**config.mk**
```make
export PLATFORM = sky130hd
export DESIGN_NAME = alu_sequencer_flat
export DESIGN_NICKNAME = d
export VERILOG_FILES = /design/src/rtl/alu_pkg.sv /design/src/rtl/alu_sequencer_if.sv /design/src/rtl/alu_regfile.sv /design/src/rtl/alu_sequencer.sv /design/src/flat_wrapper.sv
export SDC_FILE = /design/constraint.sdc
export NUM_CORES = 1
export LEC_CHECK = 0
export CELL_PAD_IN_SITES_DETAIL_PLACEMENT = 1
export CELL_PAD_IN_SITES_GLOBAL_PLACEMENT = 1
export CORE_MARGIN = 2
export CORE_UTILIZATION = 41
export DETAILED_ROUTE_END_ITERATION = 8
export GPL_TIMING_DRIVEN = 1
export PLACE_DENSITY_LB_ADDON = 0.1
export REMOVE_ABC_BUFFERS = 1
export SLEW_MARGIN = 5
export SYNTH_ARGS = -nofsm -noshare
export SYNTH_HDL_FRONTEND = slang
export SYNTH_SLANG_ARGS = --single-unit
```
**constraint.sdc**
```tcl
create_clock -name CLK -period 2.1 [get_ports CLK]
set_clock_uncertainty 0.15 [all_clocks]
set_input_delay 0.21 -clock CLK [delete_from_list [all_inputs] [get_ports CLK]]
set_output_delay 0.21 -clock CLK [all_outputs]
set_load 0.05 [all_outputs]
```
**src/rtl/alu_pkg.sv**
```systemverilog
// Shared definitions for the ALU and its sequencer: opcode encodings,
// PSR flag positions and sequencer state encoding.
package alu_pkg;

   typedef logic [3:0] opcode_t;

   localparam opcode_t ADD = 4'b0000;
   localparam opcode_t SUB = 4'b0001;
   localparam opcode_t OR  = 4'b0010;
   localparam opcode_t AND = 4'b0011;
   localparam opcode_t NOR = 4'b0100;
   localparam opcode_t SLT = 4'b0101;
   localparam opcode_t LDI = 4'b1000;

   localparam int PSR_Z = 0;
   localparam int PSR_N = 1;

   localparam logic [1:0] IDLE = 2'b00;
   localparam logic [1:0] EXEC = 2'b01;
   localparam logic [1:0] RESP = 2'b10;

   // True for opcodes that are executed by the ALU itself.
   function automatic logic is_alu_op(input opcode_t opcode);
      logic r;
      case (opcode)
         ADD, SUB, OR, AND, NOR, SLT: r = 1'b1;
         default:                     r = 1'b0;
      endcase
      return r;
   endfunction

endpackage

```
**src/rtl/alu_sequencer_if.sv**
```systemverilog
// Command, ALU-drive and response signals of the ALU sequencer.
// slave is the sequencer's view; master is the host/ALU side.
interface alu_sequencer_if #(
   parameter int WIDTH = 32,
   parameter int AW    = 3
);

   logic             CMD_VALID;
   logic             CMD_READY;
   logic [3:0]       CMD_OPCODE;
   logic [AW-1:0]    CMD_RD;
   logic [AW-1:0]    CMD_RS1;
   logic [AW-1:0]    CMD_RS2;
   logic [WIDTH-1:0] CMD_IMM;

   logic [WIDTH-1:0] ALU_OP1;
   logic [WIDTH-1:0] ALU_OP2;
   logic [3:0]       ALU_OPCODE;
   logic [WIDTH-1:0] ALU_RES;
   logic [1:0]       ALU_PSR;

   logic             RSP_VALID;
   logic             RSP_READY;
   logic [WIDTH-1:0] RSP_DATA;
   logic [1:0]       RSP_PSR;
   logic             RSP_ERR;

   modport slave (
      input  CMD_VALID, CMD_OPCODE, CMD_RD, CMD_RS1, CMD_RS2, CMD_IMM,
      output CMD_READY,
      output ALU_OP1, ALU_OP2, ALU_OPCODE,
      input  ALU_RES, ALU_PSR,
      output RSP_VALID, RSP_DATA, RSP_PSR, RSP_ERR,
      input  RSP_READY
   );

   modport master (
      output CMD_VALID, CMD_OPCODE, CMD_RD, CMD_RS1, CMD_RS2, CMD_IMM,
      input  CMD_READY,
      input  ALU_OP1, ALU_OP2, ALU_OPCODE,
      output ALU_RES, ALU_PSR,
      input  RSP_VALID, RSP_DATA, RSP_PSR, RSP_ERR,
      output RSP_READY
   );

endinterface

```
**src/rtl/alu_regfile.sv**
```systemverilog
// REGS x WIDTH register file: two combinational read ports, one synchronous
// write port, synchronous reset of every entry to zero.
module alu_regfile #(
   parameter int WIDTH = 32,
   parameter int REGS  = 8,
   parameter int AW    = $clog2(REGS)
) (
   input  logic             clk,
   input  logic             rst,
   input  logic [AW-1:0]    rd_addr_a,
   input  logic [AW-1:0]    rd_addr_b,
   output logic [WIDTH-1:0] rd_data_a,
   output logic [WIDTH-1:0] rd_data_b,
   input  logic             we,
   input  logic [AW-1:0]    wr_addr,
   input  logic [WIDTH-1:0] wr_data
);

   logic [WIDTH-1:0] mem_q [REGS];
   logic [WIDTH-1:0] mem_d [REGS];

   assign rd_data_a = mem_q[rd_addr_a];
   assign rd_data_b = mem_q[rd_addr_b];

   // Next-state of the storage array: a single-entry write when enabled.
   always_comb begin
      mem_d = mem_q;
      if (we) begin
         mem_d[wr_addr] = wr_data;
      end else begin
         mem_d[wr_addr] = mem_q[wr_addr];
      end
   end

   // Storage flops with synchronous clear.
   always_ff @(posedge clk) begin
      if (rst) begin
         for (int i = 0; i < REGS; i++) begin
            mem_q[i] <= {WIDTH{1'b0}};
         end
      end else begin
         mem_q <= mem_d;
      end
   end

endmodule

```
**src/rtl/alu_sequencer.sv**
```systemverilog
// Single-command-in-flight controller: reads operands from the register file,
// drives the ALU, writes the result back and returns it on the response channel.
module alu_sequencer
   import alu_pkg::*;
#(
   parameter int WIDTH = 32,
   parameter int REGS  = 8
) (
   input  logic            CLK,
   input  logic            RST,
   alu_sequencer_if.slave  bus
);

   localparam int AW = $clog2(REGS);

   logic [1:0]       state_q,      state_d;
   logic [3:0]       op_q,         op_d;
   logic [AW-1:0]    rd_q,         rd_d;
   logic [WIDTH-1:0] imm_q,        imm_d;
   logic [WIDTH-1:0] alu_op1_q,    alu_op1_d;
   logic [WIDTH-1:0] alu_op2_q,    alu_op2_d;
   logic [3:0]       alu_opcode_q, alu_opcode_d;
   logic [WIDTH-1:0] rsp_data_q,   rsp_data_d;
   logic [1:0]       rsp_psr_q,    rsp_psr_d;
   logic             rsp_err_q,    rsp_err_d;
   logic             rsp_valid_q,  rsp_valid_d;
   logic             cmd_ready_q,  cmd_ready_d;

   logic [WIDTH-1:0] rs1_data_s;
   logic [WIDTH-1:0] rs2_data_s;
   logic             we_s;
   logic [WIDTH-1:0] wr_data_s;
   logic [1:0]       ldi_psr_s;

   alu_regfile #(
      .WIDTH (WIDTH),
      .REGS  (REGS),
      .AW    (AW)
   ) u_regfile (
      .clk       (CLK),
      .rst       (RST),
      .rd_addr_a (bus.CMD_RS1),
      .rd_addr_b (bus.CMD_RS2),
      .rd_data_a (rs1_data_s),
      .rd_data_b (rs2_data_s),
      .we        (we_s),
      .wr_addr   (rd_q),
      .wr_data   (wr_data_s)
   );

   // Flags for LDI are derived here since the ALU is bypassed.
   always_comb begin
      ldi_psr_s        = 2'b00;
      ldi_psr_s[PSR_Z] = (imm_q == {WIDTH{1'b0}}) ? 1'b1 : 1'b0;
      ldi_psr_s[PSR_N] = imm_q[WIDTH-1];
   end

   // Sequencer FSM and datapath next-state.
   always_comb begin
      state_d      = state_q;
      op_d         = op_q;
      rd_d         = rd_q;
      imm_d        = imm_q;
      alu_op1_d    = alu_op1_q;
      alu_op2_d    = alu_op2_q;
      alu_opcode_d = alu_opcode_q;
      rsp_data_d   = rsp_data_q;
      rsp_psr_d    = rsp_psr_q;
      rsp_err_d    = rsp_err_q;
      we_s         = 1'b0;
      wr_data_s    = {WIDTH{1'b0}};
      case (state_q)
         IDLE: begin
            if (bus.CMD_VALID) begin
               op_d  = bus.CMD_OPCODE;
               rd_d  = bus.CMD_RD;
               imm_d = bus.CMD_IMM;
               // ALU inputs only move for ALU ops; LDI/illegal leave them as they were.
               if (is_alu_op(bus.CMD_OPCODE)) begin
                  alu_op1_d    = rs1_data_s;
                  alu_op2_d    = rs2_data_s;
                  alu_opcode_d = bus.CMD_OPCODE;
               end else begin
                  alu_op1_d    = alu_op1_q;
                  alu_op2_d    = alu_op2_q;
                  alu_opcode_d = alu_opcode_q;
               end
               state_d = EXEC;
            end else begin
               state_d = IDLE;
            end
         end
         EXEC: begin
            if (is_alu_op(op_q)) begin
               rsp_data_d = bus.ALU_RES;
               rsp_psr_d  = bus.ALU_PSR;
               rsp_err_d  = 1'b0;
               we_s       = 1'b1;
               wr_data_s  = bus.ALU_RES;
            end else if (op_q == LDI) begin
               rsp_data_d = imm_q;
               rsp_psr_d  = ldi_psr_s;
               rsp_err_d  = 1'b0;
               we_s       = 1'b1;
               wr_data_s  = imm_q;
            end else begin
               rsp_data_d = {WIDTH{1'b0}};
               rsp_psr_d  = 2'b00;
               rsp_err_d  = 1'b1;
               we_s       = 1'b0;
               wr_data_s  = {WIDTH{1'b0}};
            end
            state_d = RESP;
         end
         RESP: begin
            if (bus.RSP_READY) begin
               state_d = IDLE;
            end else begin
               state_d = RESP;
            end
         end
         default: begin
            state_d = IDLE;
         end
      endcase
      cmd_ready_d = (state_d == IDLE) ? 1'b1 : 1'b0;
      rsp_valid_d = (state_d == RESP) ? 1'b1 : 1'b0;
   end

   // State and output registers; reset aborts any command in flight.
   always_ff @(posedge CLK) begin
      if (RST) begin
         state_q      <= IDLE;
         op_q         <= 4'b0000;
         rd_q         <= {AW{1'b0}};
         imm_q        <= {WIDTH{1'b0}};
         alu_op1_q    <= {WIDTH{1'b0}};
         alu_op2_q    <= {WIDTH{1'b0}};
         alu_opcode_q <= 4'b0000;
         rsp_data_q   <= {WIDTH{1'b0}};
         rsp_psr_q    <= 2'b00;
         rsp_err_q    <= 1'b0;
         rsp_valid_q  <= 1'b0;
         cmd_ready_q  <= 1'b1;
      end else begin
         state_q      <= state_d;
         op_q         <= op_d;
         rd_q         <= rd_d;
         imm_q        <= imm_d;
         alu_op1_q    <= alu_op1_d;
         alu_op2_q    <= alu_op2_d;
         alu_opcode_q <= alu_opcode_d;
         rsp_data_q   <= rsp_data_d;
         rsp_psr_q    <= rsp_psr_d;
         rsp_err_q    <= rsp_err_d;
         rsp_valid_q  <= rsp_valid_d;
         cmd_ready_q  <= cmd_ready_d;
      end
   end

   assign bus.CMD_READY  = cmd_ready_q;
   assign bus.ALU_OP1    = alu_op1_q;
   assign bus.ALU_OP2    = alu_op2_q;
   assign bus.ALU_OPCODE = alu_opcode_q;
   assign bus.RSP_VALID  = rsp_valid_q;
   assign bus.RSP_DATA   = rsp_data_q;
   assign bus.RSP_PSR    = rsp_psr_q;
   assign bus.RSP_ERR    = rsp_err_q;

endmodule

```
**src/flat_wrapper.sv**
```systemverilog
// flat-port wrapper written by rule: the top's interface ports become plain ports
module alu_sequencer_flat import alu_pkg::*;
#(
   parameter int WIDTH = 32,
   parameter int REGS  = 8
)
  (CLK, RST, bus_CMD_VALID, bus_CMD_OPCODE, bus_CMD_RD, bus_CMD_RS1, bus_CMD_RS2, bus_CMD_IMM, bus_CMD_READY, bus_ALU_OP1, bus_ALU_OP2, bus_ALU_OPCODE, bus_ALU_RES, bus_ALU_PSR, bus_RSP_VALID, bus_RSP_DATA, bus_RSP_PSR, bus_RSP_ERR, bus_RSP_READY);
  alu_sequencer_if #(.WIDTH(WIDTH), .AW((3))) bus_i ();
  input  logic CLK;
  input  logic RST;
  input wire logic [$bits(bus_i.CMD_VALID)-1:0] bus_CMD_VALID;
  input wire logic [$bits(bus_i.CMD_OPCODE)-1:0] bus_CMD_OPCODE;
  input wire logic [$bits(bus_i.CMD_RD)-1:0] bus_CMD_RD;
  input wire logic [$bits(bus_i.CMD_RS1)-1:0] bus_CMD_RS1;
  input wire logic [$bits(bus_i.CMD_RS2)-1:0] bus_CMD_RS2;
  input wire logic [$bits(bus_i.CMD_IMM)-1:0] bus_CMD_IMM;
  output wire logic [$bits(bus_i.CMD_READY)-1:0] bus_CMD_READY;
  output wire logic [$bits(bus_i.ALU_OP1)-1:0] bus_ALU_OP1;
  output wire logic [$bits(bus_i.ALU_OP2)-1:0] bus_ALU_OP2;
  output wire logic [$bits(bus_i.ALU_OPCODE)-1:0] bus_ALU_OPCODE;
  input wire logic [$bits(bus_i.ALU_RES)-1:0] bus_ALU_RES;
  input wire logic [$bits(bus_i.ALU_PSR)-1:0] bus_ALU_PSR;
  output wire logic [$bits(bus_i.RSP_VALID)-1:0] bus_RSP_VALID;
  output wire logic [$bits(bus_i.RSP_DATA)-1:0] bus_RSP_DATA;
  output wire logic [$bits(bus_i.RSP_PSR)-1:0] bus_RSP_PSR;
  output wire logic [$bits(bus_i.RSP_ERR)-1:0] bus_RSP_ERR;
  input wire logic [$bits(bus_i.RSP_READY)-1:0] bus_RSP_READY;
  assign bus_i.CMD_VALID = bus_CMD_VALID;
  assign bus_i.CMD_OPCODE = bus_CMD_OPCODE;
  assign bus_i.CMD_RD = bus_CMD_RD;
  assign bus_i.CMD_RS1 = bus_CMD_RS1;
  assign bus_i.CMD_RS2 = bus_CMD_RS2;
  assign bus_i.CMD_IMM = bus_CMD_IMM;
  assign bus_CMD_READY = bus_i.CMD_READY;
  assign bus_ALU_OP1 = bus_i.ALU_OP1;
  assign bus_ALU_OP2 = bus_i.ALU_OP2;
  assign bus_ALU_OPCODE = bus_i.ALU_OPCODE;
  assign bus_i.ALU_RES = bus_ALU_RES;
  assign bus_i.ALU_PSR = bus_ALU_PSR;
  assign bus_RSP_VALID = bus_i.RSP_VALID;
  assign bus_RSP_DATA = bus_i.RSP_DATA;
  assign bus_RSP_PSR = bus_i.RSP_PSR;
  assign bus_RSP_ERR = bus_i.RSP_ERR;
  assign bus_i.RSP_READY = bus_RSP_READY;
  alu_sequencer #(.WIDTH(WIDTH), .REGS(REGS)) u_core (.CLK(CLK), .RST(RST), .bus(bus_i));
endmodule
```
==> results summary, run 1 <==
Internal power comes to 14.8 mW. The post-route worst hold slack came out at 0.0196 ns. The final-report max-slew violation count is 0. After global routing the overflow that remains totals 0. The total of flip-flops plus latches after synthesis came out at between 400 and 500.

The remaining antenna violation count is 0. The dominant synthesized flop cell is dfxtp_1. The number of buffers added on ports came out at between 150 and 200. The share of the Yosys chip area taken by registers is 0.382. The final reports fail on negative setup slack.

The tool flagged a number of max-cap violations equal to 0. The buffer levels on the longest clock path is 3. Of the cells placed in the final design, the portion with a size suffix greater than 1 is 0.263. The arrival time of the worst setup path is roughly 2.4 ns. In this run the worst path has a maximum fanout of 8. The share of async-settable or async-resettable flops after synthesis is 0. In this run the tightest slew margin relative to its limit is 0.603. The data required time at the worst endpoint is around 2.4 ns. After the last flow step, the layout net total stands at 2492. At the end of the flow the core is filled with cells to 0.543.

Of the total power, registers draw 0.389. The core area came out at between 0.05 and 0.06 mm2. The smallest setup slack after layout is -0.0106 ns. The run finished, with violations left. The number of detailed-routing iterations run before antenna repair is 7.

The synthesized netlist occupies a cell area of ~0.021 mm2. The total I/O pin count is ~190. The number of clock buffers inserted by TritonCTS came out at 47.

The floorplan die height is roughly 230 um. After layout, the minimum clock period comes to between 2 and 2.5 ns. The transition time at the pin with the least slew margin came out at ~0.6 ns. The final weighted congestion of routability-driven global placement came out at between 0.8 and 0.9. Dividing the final minimum period by the clock period gives 1.01. Setup violations remaining at the end of the flow were counted as 3. The number of warning messages in the yosys log is 0. The path type of the worst min-delay path is input pin to register. The number of instances in the synthesized netlist is around 2.1k. The final count of hold timing violations came out at 0. Counting the fill cells in the layout gives ~5.5k. The number of antenna diodes came out at 0. The library cell used most frequently in the layout, excluding fill and tap cells, is dfxtp_1. After detailed routing, the average wire length per cell comes to ~27 um. The average instance in the mapped netlist occupies approximately 9.9 um2. Yosys mapped the design onto 40 distinct sky130hd cell types. The first global-routing pass estimated approximately 120000 um of wire. The DRC violations left is 0. The part of the total power dissipated in combinational logic came out at 0.201. The initial utilization of the core area, before any placement, comes to 0.412. The relative area change from synthesis to final layout came out at 31.8%.

The total routed wirelength is 83400 um. The routed layout has 19.4k vias. The clock latency of the later-clocked register in the worst-skew pair came out at 0.60 ns.

TritonCTS built the clock tree. The sum of negative setup slack is -0.0231 ns. The element type at the critical path start is a register. The routed via count divided by cell count came out at 6.22. The overall die width is 231 um. The clock network fraction of design power came out at 0.410.

The area of the die is 0.0532 mm2. The overall track demand over capacity in global routing is 0.300. The initial antenna violation count is 1. The kind of end point of the critical path is a register. The maximum number of pins on one net before global-route repair is 82. The upper clock frequency limit is approximately 470 MHz. In this run the power spent charging and discharging nets is 6.25 mW.

The clock slew at the register clock pins of the worst setup and hold paths came out at about 0.060 ns. The peak supply drop came out at about 0.5 mV. Setup repair after global routing could not meet its margin everywhere. The number of synthesized flops with an enable pin is 0. The tree is rooted in a clkbuf_16. After floorplanning, the core was divided into 83 placement rows. The library cells used most frequently in the layout, excluding fill and tap cells, are 396 x dfxtp_1, 370 x nand2_1, 217 x o31ai_1, 172 x buf_4, 164 x nor2_1. The post-layout instance count excluding filler cells is approximately 3.1k. The switching part of the total power is 0.297. The CTS H-tree depth came out at 2.

The count of clock tree sinks is roughly 400. Detailed placement finished with a half-perimeter wire length of ~52000 um. For this design the ratio of total power to cell area is about 760 mW/mm2. Summed over all cells, the static leakage comes to between 10 and 15 nW.

The via count of the first global-routing pass came out at 20.0k. The number of placed instances, taps included, is slightly above 3k. The number of design-rule violations left by the first detailed-router iteration is between 1k and 1.5k.

The setup path with the least slack is of type register to register.
cell usage after synthesis, types with 2 or more instances:
cell type | n | area share
nand2_1 | 371 | 0.066
nor3b_1 | 2 | 0.00071
nand3_1 | 3 | 0.00071
a21oi_1 | 48 | 0.011
inv_1 | 63 | 0.011
nor3_1 | 39 | 0.0093
or3b_2 | 31 | 0.013
a22o_1 | 32 | 0.013
o22ai_1 | 32 | 0.0095
buf_1 | 6 | 0.0011
mux4_2 | 128 | 0.14
o221ai_1 | 31 | 0.013
dfxtp_1 | 402 | 0.38
buf_4 | 8 | 0.0029
mux2i_1 | 129 | 0.061
a211oi_1 | 65 | 0.023
nor2b_1 | 5 | 0.0015
o32ai_1 | 30 | 0.012
o31ai_1 | 256 | 0.091
clkbuf_1 | 117 | 0.021
or2_2 | 3 | 0.00089
or4bb_1 | 3 | 0.0016
buf_2 | 66 | 0.016
mux2_2 | 2 | 0.0011
a2111oi_4 | 30 | 0.039
a31oi_1 | 2 | 0.00059
buf_6 | 8 | 0.0043
and4_1 | 2 | 0.00083
a221o_1 | 2 | 0.00095
a211oi_4 | 2 | 0.0019
nand4bb_1 | 28 | 0.015
nor2_1 | 174 | 0.031
nand2b_1 | 2 | 0.00059
nor4_1 | 8 | 0.0024
per-layer routing:
layer / wire length, um / track usage / up-vias
li1: - / - / 8625
met5: 0 / 0 / -
met2: 39900 / 0.512 / 764
met3: 5390 / 0.0398 / 186
met1: 35000 / 0.388 / 9862
met4: 3110 / 0.112 / 0
state kept, by name, summed over array words and instances (netlist names), 3 cells and up:
| signal | cells |
|---|---|
| u_core.u_regfile.mem_q | 256 |
| u_core.op_q | 4 |
| u_core.bus.ALU_OP1 | 32 |
| u_core.bus.ALU_OP2 | 32 |
| u_core.imm_q | 32 |
| u_core.rd_q | 3 |
| u_core.bus.ALU_OPCODE | 4 |
| u_core.bus.RSP_DATA | 32 |
path summary, 6_finish.rpt:
kind / startpoint / end / slack [ns] / cells past startpoint
max: u_core.rd_q[0] / u_core.u_regfile.mem_q[170] / -0.01 / 7
min: bus_CMD_RD[2] / u_core.rd_q[2] / 0.02 / 3
max reg2reg: u_core.rd_q[0] / u_core.u_regfile.mem_q[170] / -0.01 / 7
min reg2reg: u_core.imm_q[2] / u_core.imm_q[2] / 0.33 / 2
final cells by class:
type | instances | area (um2) | area share
inverter | 63 | 236 | 0.00852
clock inverter | 18 | 220 | 0.00793
sequential | 402 | 8070 | 0.291
multi-input combinational | 1466 | 12600 | 0.452
clock buffer | 68 | 1400 | 0.0503
tap | 680 | 851 | 0.0306
timing repair buffer | 429 | 4440 | 0.160
cell families (layout without fill, tap and decap cells):
logic type / after synthesis / in the layout / synth area share
simple gates: 674 / 674 / 0.145
compound gates: 533 / 533 / 0.218
mux: 259 / 259 / 0.199
flops: 402 / 402 / 0.382
buf+inv: 268 / 578 / 0.0560
power groups by stage:
stage	Clock, mW	Combinational, mW	Sequential [mW]
6_report	8.65	4.24	8.19
5_1_grt	9.09	4.43	8.22
4_1_cts	8.76	3.96	8.18
3_5_place_dp	0	3.98	8.34
3_3_place_gp	0	3.91	8.32
2_1_floorplan	0	1.48	8.83
worst max-delay path, cell delays in order, from the launching register on:
cell and delay, ns:
dfxtp_4 0.46, clkbuf_16 0.21, buf_4 0.16, mux2i_1 0.26
o22ai_2 0.12, a2111oi_4 0.28, buf_4 0.23, o31ai_1 0.09
repair_timing:
item                                    CTS  global route
hold buffers                              1             0
setup buffers                             5            11
hold endpoints to repair                  1             0
gates resized for setup                 101           144
endpoints found under the setup margin  336           274
gates cloned                              0             8
pin swaps                                 1             9
per-stage QoR:
step	power [mW]	setup WS, ns	area, um2
3_5_place_dp	12.3	-0.324	25100
2_1_floorplan	10.3	-4.93	20100
6_report	21.1	-0.0106	27800
3_3_place_gp	12.2	-0.215	25100
4_1_cts	20.9	-0.0114	26800
5_1_grt	21.7	-0.0661	27800
Power figures use the tool's default switching activity.
==> inputs of run 2 (changes only) <==
- CTS_CLUSTER_SIZE: default -> 20
==> results of run 2 <==
Final layout, timing and power as in run 1 (identical DEF).
==> inputs of run 3 (changes only) <==
- CAP_MARGIN: default -> 10
==> results of run 3 <==
Final layout, timing and power as in run 1 (identical DEF).
